<file path="config.mk">
export PLATFORM = sky130hd
export DESIGN_NAME = aes_job_arbiter_flat
export DESIGN_NICKNAME = d
export VERILOG_FILES = /design/src/rtl/aes_job_arbiter_if.sv /design/src/rtl/aes_job_arbiter.sv /design/src/flat_wrapper.sv
export SDC_FILE = /design/constraint.sdc
export NUM_CORES = 1
export LEC_CHECK = 0
export BUFFER_PORTS_ARGS = -buffer_cell sky130_fd_sc_hd__clkbuf_2
export CAP_MARGIN = 20
export CORE_AREA = 2 2 409 411
export DETAILED_ROUTE_END_ITERATION = 10
export DIE_AREA = 0 0 411 413
export GPL_ROUTABILITY_DRIVEN = 0
export PLACE_DENSITY = 0.3
export SLEW_MARGIN = 15
export SYNTH_ARGS = -nofsm -noshare
export SYNTH_HDL_FRONTEND = slang
export SYNTH_SLANG_ARGS = --single-unit
</file>
<file path="constraint.sdc">
create_clock -name clk -period 3 [get_ports clk]
set_input_delay 0.15 -clock clk [delete_from_list [all_inputs] [get_ports clk]]
set_output_delay 0.15 -clock clk [all_outputs]
set_load 0.01 [all_outputs]
</file>
<file path="src/rtl/aes_job_arbiter_if.sv">
// aes_job_arbiter_if: requester, core and response signals of the AES job arbiter
interface aes_job_arbiter_if;
    logic         req0_valid;
    logic         req0_ready;
    logic [127:0] req0_key;
    logic [127:0] req0_data;
    logic         req1_valid;
    logic         req1_ready;
    logic [127:0] req1_key;
    logic [127:0] req1_data;
    logic         core_start;
    logic [127:0] core_key;
    logic [127:0] core_data;
    logic         core_done;
    logic [127:0] core_result;
    logic         rsp_valid;
    logic         rsp_ready;
    logic         rsp_id;
    logic [127:0] rsp_data;
    logic         rsp_err;
    logic         busy;

    modport slave (
        input  req0_valid, req0_key, req0_data, req1_valid, req1_key, req1_data,
        input  core_done, core_result, rsp_ready,
        output req0_ready, req1_ready, core_start, core_key, core_data,
        output rsp_valid, rsp_id, rsp_data, rsp_err, busy
    );

    modport master (
        output req0_valid, req0_key, req0_data, req1_valid, req1_key, req1_data,
        output core_done, core_result, rsp_ready,
        input  req0_ready, req1_ready, core_start, core_key, core_data,
        input  rsp_valid, rsp_id, rsp_data, rsp_err, busy
    );
endinterface

</file>
<file path="src/rtl/aes_job_arbiter.sv">
// aes_job_arbiter: round-robin arbiter feeding one shared AES core, with a watchdog
module aes_job_arbiter #(
    parameter int TIMEOUT = 255
) (
    input logic              clk,
    input logic              rst,
    aes_job_arbiter_if.slave bus
);
    typedef enum logic [1:0] {IDLE, LAUNCH, WAIT, RESP} state_t;

    state_t       state, state_n;
    logic         last, last_n;
    logic         id_q, id_n;
    logic         err_q, err_n;
    logic [127:0] key_q, key_n;
    logic [127:0] data_q, data_n;
    logic [127:0] res_q, res_n;
    logic [15:0]  cnt, cnt_n, cnt_inc;
    logic         g0, g1;

    assign g0      = bus.req0_valid && (!bus.req1_valid || last);
    assign g1      = bus.req1_valid && (!bus.req0_valid || !last);
    assign cnt_inc = cnt + 16'd1;

    assign bus.req0_ready = (state == IDLE) && g0;
    assign bus.req1_ready = (state == IDLE) && g1;
    assign bus.core_start = state == LAUNCH;
    assign bus.core_key   = key_q;
    assign bus.core_data  = data_q;
    assign bus.rsp_valid  = state == RESP;
    assign bus.rsp_id     = id_q;
    assign bus.rsp_data   = res_q;
    assign bus.rsp_err    = err_q;
    assign bus.busy       = state != IDLE;

    // next-state: accept the round-robin winner, launch, wait for done or watchdog, hold response
    always_comb begin
        state_n = state;
        last_n  = last;
        id_n    = id_q;
        err_n   = err_q;
        key_n   = key_q;
        data_n  = data_q;
        res_n   = res_q;
        cnt_n   = cnt;
        case (state)
            IDLE: if (g0 || g1) begin
                state_n = LAUNCH;
                last_n  = g1;
                id_n    = g1;
                key_n   = g1 ? bus.req1_key : bus.req0_key;
                data_n  = g1 ? bus.req1_data : bus.req0_data;
            end
            LAUNCH: begin
                state_n = WAIT;
                cnt_n   = '0;
            end
            WAIT: if (bus.core_done) begin
                state_n = RESP;
                res_n   = bus.core_result;
                err_n   = 1'b0;
            end else if (cnt_inc == 16'(TIMEOUT)) begin
                state_n = RESP;
                res_n   = '0;
                err_n   = 1'b1;
            end else begin
                cnt_n = cnt_inc;
            end
            RESP: state_n = bus.rsp_ready ? IDLE : RESP;
            default: state_n = IDLE;
        endcase
    end

    // state and operand registers; reset abandons any job in flight without a response
    always_ff @(posedge clk or negedge rst) begin
        if (!rst) begin
            state  <= IDLE;
            last   <= 1'b1;
            id_q   <= 1'b0;
            err_q  <= 1'b0;
            key_q  <= '0;
            data_q <= '0;
            res_q  <= '0;
            cnt    <= '0;
        end else begin
            state  <= state_n;
            last   <= last_n;
            id_q   <= id_n;
            err_q  <= err_n;
            key_q  <= key_n;
            data_q <= data_n;
            res_q  <= res_n;
            cnt    <= cnt_n;
        end
    end
endmodule

</file>
<file path="src/flat_wrapper.sv">
// flat-port wrapper written by rule: the top's interface ports become plain ports
module aes_job_arbiter_flat 
#(
    parameter int TIMEOUT = 255
)
  (clk, rst, bus_req0_valid, bus_req0_key, bus_req0_data, bus_req1_valid, bus_req1_key, bus_req1_data, bus_core_done, bus_core_result, bus_rsp_ready, bus_req0_ready, bus_req1_ready, bus_core_start, bus_core_key, bus_core_data, bus_rsp_valid, bus_rsp_id, bus_rsp_data, bus_rsp_err, bus_busy);
  aes_job_arbiter_if bus_i ();
  input logic clk;
  input logic rst;
  input wire logic [$bits(bus_i.req0_valid)-1:0] bus_req0_valid;
  input wire logic [$bits(bus_i.req0_key)-1:0] bus_req0_key;
  input wire logic [$bits(bus_i.req0_data)-1:0] bus_req0_data;
  input wire logic [$bits(bus_i.req1_valid)-1:0] bus_req1_valid;
  input wire logic [$bits(bus_i.req1_key)-1:0] bus_req1_key;
  input wire logic [$bits(bus_i.req1_data)-1:0] bus_req1_data;
  input wire logic [$bits(bus_i.core_done)-1:0] bus_core_done;
  input wire logic [$bits(bus_i.core_result)-1:0] bus_core_result;
  input wire logic [$bits(bus_i.rsp_ready)-1:0] bus_rsp_ready;
  output wire logic [$bits(bus_i.req0_ready)-1:0] bus_req0_ready;
  output wire logic [$bits(bus_i.req1_ready)-1:0] bus_req1_ready;
  output wire logic [$bits(bus_i.core_start)-1:0] bus_core_start;
  output wire logic [$bits(bus_i.core_key)-1:0] bus_core_key;
  output wire logic [$bits(bus_i.core_data)-1:0] bus_core_data;
  output wire logic [$bits(bus_i.rsp_valid)-1:0] bus_rsp_valid;
  output wire logic [$bits(bus_i.rsp_id)-1:0] bus_rsp_id;
  output wire logic [$bits(bus_i.rsp_data)-1:0] bus_rsp_data;
  output wire logic [$bits(bus_i.rsp_err)-1:0] bus_rsp_err;
  output wire logic [$bits(bus_i.busy)-1:0] bus_busy;
  assign bus_i.req0_valid = bus_req0_valid;
  assign bus_i.req0_key = bus_req0_key;
  assign bus_i.req0_data = bus_req0_data;
  assign bus_i.req1_valid = bus_req1_valid;
  assign bus_i.req1_key = bus_req1_key;
  assign bus_i.req1_data = bus_req1_data;
  assign bus_i.core_done = bus_core_done;
  assign bus_i.core_result = bus_core_result;
  assign bus_i.rsp_ready = bus_rsp_ready;
  assign bus_req0_ready = bus_i.req0_ready;
  assign bus_req1_ready = bus_i.req1_ready;
  assign bus_core_start = bus_i.core_start;
  assign bus_core_key = bus_i.core_key;
  assign bus_core_data = bus_i.core_data;
  assign bus_rsp_valid = bus_i.rsp_valid;
  assign bus_rsp_id = bus_i.rsp_id;
  assign bus_rsp_data = bus_i.rsp_data;
  assign bus_rsp_err = bus_i.rsp_err;
  assign bus_busy = bus_i.busy;
  aes_job_arbiter #(.TIMEOUT(TIMEOUT)) u_core (.clk(clk), .rst(rst), .bus(bus_i));
endmodule
</file>
# ---- Word level (Yosys, flattened, before mapping)
# Index checks and enable logic that the tools add are counted.
dict set report totals {
  regBits 405
  in_bits 646
  output_inout_bits 391
}
dict set report op_classes {
  addsub 1
  n_eq_ne 8
  muxes 14
  n_reduce_logical 18
}
# operator count
set ops {}
lappend ops {{2-to-1 mux 128 bit} 4}
lappend ops {{2-to-1 mux 16 bit} 2}
lappend ops {{case mux 16 bit (2 select lines)} 1}
lappend ops {{adder 16 x 1 -> 16 bit, second input constant} 1}
lappend ops {{== test 16 x 8 -> 1 bit, second input constant} 1}
lappend ops {{2-to-1 mux 2 bit} 4}
lappend ops {{case mux 2 bit (4 select lines)} 1}
lappend ops {{inequality test 2 bit, second input constant} 3}
lappend ops {{AND reduction 2 bit} 3}
lappend ops {{nonzero test 2 bit} 3}
lappend ops {{== test 2 bit, second input constant} 2}
lappend ops {{logical AND 1 bit} 4}
lappend ops {{zero test 1 bit} 3}
lappend ops {{logical OR 1 bit} 3}
lappend ops {{inequality test 3 x 2 -> 1 bit, second input constant} 1}
lappend ops {{AND reduction 3 bit} 1}
lappend ops {{== test 2 x 1 -> 1 bit, second input constant} 1}
lappend ops {{zero test 2 bit} 1}
lappend ops {{2-to-1 mux 1 bit} 2}

# ---- Logic depth before layout (Yosys ltp)
dict set report logic_depth {
  ltp_word 6
  mapped_depth 9
  depth_no_buf 7
}

# ---- Worst setup path before layout
# Ideal clock, no wire load.
dict set report synth_timing {
  path_type {reg-to-reg}
  startpoint {reg u_core.cnt[0]}
  endpoint {reg u_core.res_q[0], in the netlist u_core.bus.rsp_data[0]}
  setup_ps 125
  arrival_ps 2266
  t_required_ps 2875
  slack_ps 609
  path_stages_with_launch 10
  n_path_buf 2
  period_less_slack_ps 2391
  cell_sequence {dfrtp_1 > ha_1 > nand3_2 > or4_4 > xnor2_2 > nand4_2 > o21ai_4 > buf_12 > buf_12 > o21ai_2}
}
dict set report synth_between {
  elab_chain_len 4
}
# item line_no
set synth_rtl {}
lappend synth_rtl {{from (decl)} aes_job_arbiter.sv:18} ;# logic [15:0] cnt, cnt_n, cnt_inc;
lappend synth_rtl {{from (signal assigned)} aes_job_arbiter.sv:93} ;# cnt <= cnt_n;
lappend synth_rtl {{adder 16 x 1 -> 16 bit} aes_job_arbiter.sv:23} ;# assign cnt_inc = cnt + 16'd1;
lappend synth_rtl {{== test 16 x 8 -> 1 bit} aes_job_arbiter.sv:62} ;# end else if (cnt_inc == 16'(TIMEOUT)) begin
lappend synth_rtl {{nonzero test 2 bit (no line)} n/a}
lappend synth_rtl {{AND reduction 2 bit (no line)} n/a}
lappend synth_rtl {{to (signal assigned)} aes_job_arbiter.sv:92} ;# res_q <= res_n;
lappend synth_rtl {{to (decl)} aes_job_arbiter.sv:17} ;# logic [127:0] res_q, res_n;
# Every way passes these cells.
# A chain may end at the register's enable or synchronous reset.

# ---- Final worst setup path
dict set report layout_timing {
  startpoint {reg u_core.cnt[0]}
  endpoint {reg u_core.state[0]}
}
dict set report layout_between {
  elab_chain_len 4
}
# item line_no
set layout_rtl {}
lappend layout_rtl {{adder 16 x 1 -> 16 bit} aes_job_arbiter.sv:23}
lappend layout_rtl {{== test 16 x 8 -> 1 bit} aes_job_arbiter.sv:62}
lappend layout_rtl {{inequality test 3 x 2 -> 1 bit (no line)} n/a}
lappend layout_rtl {{AND reduction 2 bit (no line)} n/a}
lappend layout_rtl {{to (signal assigned)} aes_job_arbiter.sv:86} ;# state <= state_n;
lappend layout_rtl {{to (decl)} aes_job_arbiter.sv:11} ;# state_t state, state_n;
# Every way passes these cells.

==> flow_summary.ini <==
[outcome]
outcome = finished, final reports clean

[grt]
antenna_found_initial = 38
groute.usage.overall = 0.125
grt_util_met1 = 0.148
pin_count_of_the_biggest_net_entering_global_routing = 131
gr-max-usage-layer = met2
grt_first_pass_wirelength_mm = 154
first_global_vias = 20900
use_met2 = 0.218
grt_overflow_total = 0
use_met3 = 0.0426

[placed_design]
buffer_ports.inserted = 1036
dpl.hpwl_mm = 89.1

[floorplan]
fp.dieW_um = 411
start_util = 0.115
num_io_pins = 1037
design.die.area_mm2 = 0.170
die_h_um = 413
floorplan.core_area_mm2 = 0.166
number_of_cell_rows = 150

[worst_hold_path]
timing.hold.worst_path_depth = 3
worst_hold_path_type = in2reg

[sta]
fin_worst_skew_ns = 0.0294
period_share = 0.933
setup_viol = 0
period_needed_ns = 2.80
report.final.hold_viol_count = 0
timing.slew.headroom = 0.455
slew_viol_final = 0
finalHoldWorstSlack_ns = 0.0562
maxClockFrequency_mhz = 357
tns_ns = 0
worst_pin_slew_ns = 0.817
grt_setup_unrepaired = false

[cts]
cts_buffers = 57
cts_num_sinks = 405
cts_resized = 0
worst_setup_hold_path_clk_slew_ns = 0.06
cts.root.buffer_cell = sky130_fd_sc_hd__clkbuf_16
cts-htree-levels = 2
cts_setup_buffers = 0
clk-insertion-delay-late_ns = 0.65
clock_tree_from_tritoncts = built
cts_hold_buf = 642
clockBufferDepth = 3

[detailed_routing]
wl_mm = 111
vias = 20100
drc_errors = 0
detailedRoute.firstPassIterationCount = 4
routedWlPerCell_um = 19.3
routed_via_density = 3.48
antenna_violating_nets_post_route = 0
drt_iter0_markers = 757

[critical_path]
crit_required_ns = 3.51
critical_path_peak_fanout = 8
timing.critical_path.to_type = register
crit_path_start_kind = register
ff2ff_path_depth = 8
reg2reg_setup_slack_ns = 0.20
cp_data_arrival_time_ns = 3.31
timing_worst_setup_path_type = reg2reg

[synthesis]
post_synth_inst_count = 1824
synth_xor_area_frac = 0.00224
yosysTopAreaCell = sky130_fd_sc_hd__dfrtp_1
synthMuxAreaShare = 0.141
synth-compound-area-share = 0.184
yosys.area_share.adder = 0.00132
ys_warn_count = 0
syn-num-nets = 2472
synth_seq_cells = 405
largest_cells_by_area_after_synthesis = sky130_fd_sc_hd__dfrtp_1, sky130_fd_sc_hd__mux2i_1, sky130_fd_sc_hd__o21ai_0
synth.cell_area_mm2 = 0.0190
postSynthAreaPerCell_um2 = 10.4
synth_top_family_by_area = compound AO/OA/AOI/OAI gates
sequential_fraction_of_the_synthesis_area = 0.533
synthDominantCellAreaShare = 0.532
yosys.cell_types.count = 50
synth-simple-area-share = 0.0735

[power_and_ir_drop]
cellPowerDensity_mw_per_mm2 = 848
total_leakage_power_nw = 17.3
irDropWorstVdd_v = 0.000374

[flow_run]
max_cap_violations = 0

[cells_and_area]
final_net_count = 4155
share_of_layout_cells_above_drive_strength_1 = 0.374
sequential_cell_area_mm2 = 0.0101
area.growth.synth_to_final_pct = 87.2
multi_input_area_mm2 = 0.00768
nFillCells = 18500
critical path, cell delays in order, from the launching register on:
cell and delay (ns):
sky130_fd_sc_hd__dfrtp_1 0.47, sky130_fd_sc_hd__ha_1 0.27, sky130_fd_sc_hd__nand3_2 0.18, sky130_fd_sc_hd__or4_4 0.56, sky130_fd_sc_hd__xnor2_2 0.16, sky130_fd_sc_hd__and4_1 0.22, sky130_fd_sc_hd__a21oi_1 0.14, sky130_fd_sc_hd__o221ai_1 0.12
sky130_fd_sc_hd__dlygate4sd3_1 0.56
registers in the layout, summed over array words and instances (netlist names):
register and count:
u_core.bus.core_key 128, u_core.bus.rsp_id 1, u_core.last 1, u_core.bus.rsp_err 1, u_core.bus.rsp_data 128, u_core.bus.core_data 128
u_core.cnt 16, u_core.state 2
cell families after synthesis:
logic type / Yosys count
AOI/OAI and AO/OA: 545
xor gates and xnor gates: 4
adders and majority gates: 2
buffers and inverters: 271
DFF: 405
muxes: 267
and+or+nand+nor: 330
layer usage:
metal | part of all wire | wire length [um] | vias to the layer above
li1 | - | - | 9711
met1 | 0.40 | 45000 | 9537
met2 | 0.49 | 54900 | 710
met3 | 0.083 | 9210 | 131
met4 | 0.019 | 2160 | 4
met5 | 0.00024 | 27 | -
final timing paths:
kind,start,to
max in group asynchronous,rst,u_core.bus.core_key[64]$_DFFE_PN0P_
min,bus_req1_data[48],u_core.bus.core_data[48]$_DFFE_PN0P_
max reg2reg,u_core.cnt[0]$_DFFE_PN0P_,u_core.state[0]$_DFFE_PN0P_
min reg2reg,u_core.bus.core_key[55]$_DFFE_PN0P_,u_core.bus.core_key[55]$_DFFE_PN0P_
max,u_core.cnt[0]$_DFFE_PN0P_,u_core.state[0]$_DFFE_PN0P_
min in group asynchronous,rst,u_core.bus.rsp_data[29]$_DFFE_PN0P_
cell usage after synthesis (all sizes together):
master and count:
and3 2, o21ai 396, o211ai 3, nand2 275
nor2 7, o221ai 1, and4 3, and2 3
o41ai 1, nor3 8, o22a 1, nand3 12
clkbuf 99, nand4 8, inv 138, a22oi 128
dfrtp 404, mux2i 267, a32oi 1, nand2b 5
or2 3, xnor2 3, o22ai 2, a21boi 1
dfstp 1, a21oi 3, o32ai 1, or4 3
a21o 2, buf 34, xor2 1, o311ai 3
ha 2, nor4 1, o31ai 2
layout by cell type (no fill, tap or decap), types with 4 or more instances in the layout:
cell type,n
sky130_fd_sc_hd__diode_2,16
sky130_fd_sc_hd__dfrtp_1,404
sky130_fd_sc_hd__buf_4,57
sky130_fd_sc_hd__nand4_1,6
sky130_fd_sc_hd__o21ai_2,101
sky130_fd_sc_hd__nand3_1,9
sky130_fd_sc_hd__inv_1,138
sky130_fd_sc_hd__nor2_1,6
sky130_fd_sc_hd__mux2i_1,265
sky130_fd_sc_hd__o21ai_1,20
sky130_fd_sc_hd__buf_12,22
sky130_fd_sc_hd__bufinv_16,4
sky130_fd_sc_hd__clkbuf_16,57
sky130_fd_sc_hd__clkbuf_8,20
sky130_fd_sc_hd__nor3_1,8
sky130_fd_sc_hd__nand2_1,275
sky130_fd_sc_hd__clkbuf_2,1035
sky130_fd_sc_hd__dlygate4sd3_1,642
sky130_fd_sc_hd__a22oi_1,128
sky130_fd_sc_hd__o21ai_0,273
sky130_fd_sc_hd__clkinv_2,8
sky130_fd_sc_hd__clkbuf_1,10
sky130_fd_sc_hd__nand2b_1,4
layout make-up:
cell class              count  share of cell area
diodes                     16             0.00113
clock buffers              87              0.0489
clock inverters            17             0.00608
inverters                 138              0.0146
multi-input cells        1148               0.216
flip-flops and latches    405               0.285
well taps                2204              0.0775
repair buffers           1757               0.351
power breakdown:
| part | switching (mW) | total [mW] | internal, mW |
|---|---|---|---|
| clock | 2.83 | 7.13 | 4.31 |
| sequential | 1.91 | 9.95 | 8.04 |
| combinational | 7.54 | 13.1 | 5.55 |
| total | 12.3 | 30.2 | 17.9 |
through the flow:
stage	utilization	cell area [um2]	cells	power [mW]	worst slack, ns
3_5_place_dp	0.164	27200	5010	22.4	0.280
5_1_grt	0.214	35600	5765	32.6	0.0268
3_3_place_gp	0.164	27100	5009	22.4	0.287
2_1_floorplan	-	19000	1824	15.9	0.609
4_1_cts	0.214	35500	5756	31.0	0.222
6_report	0.214	35600	5772	30.2	0.200
No activity file was read; power rests on OpenSTA's default activity.
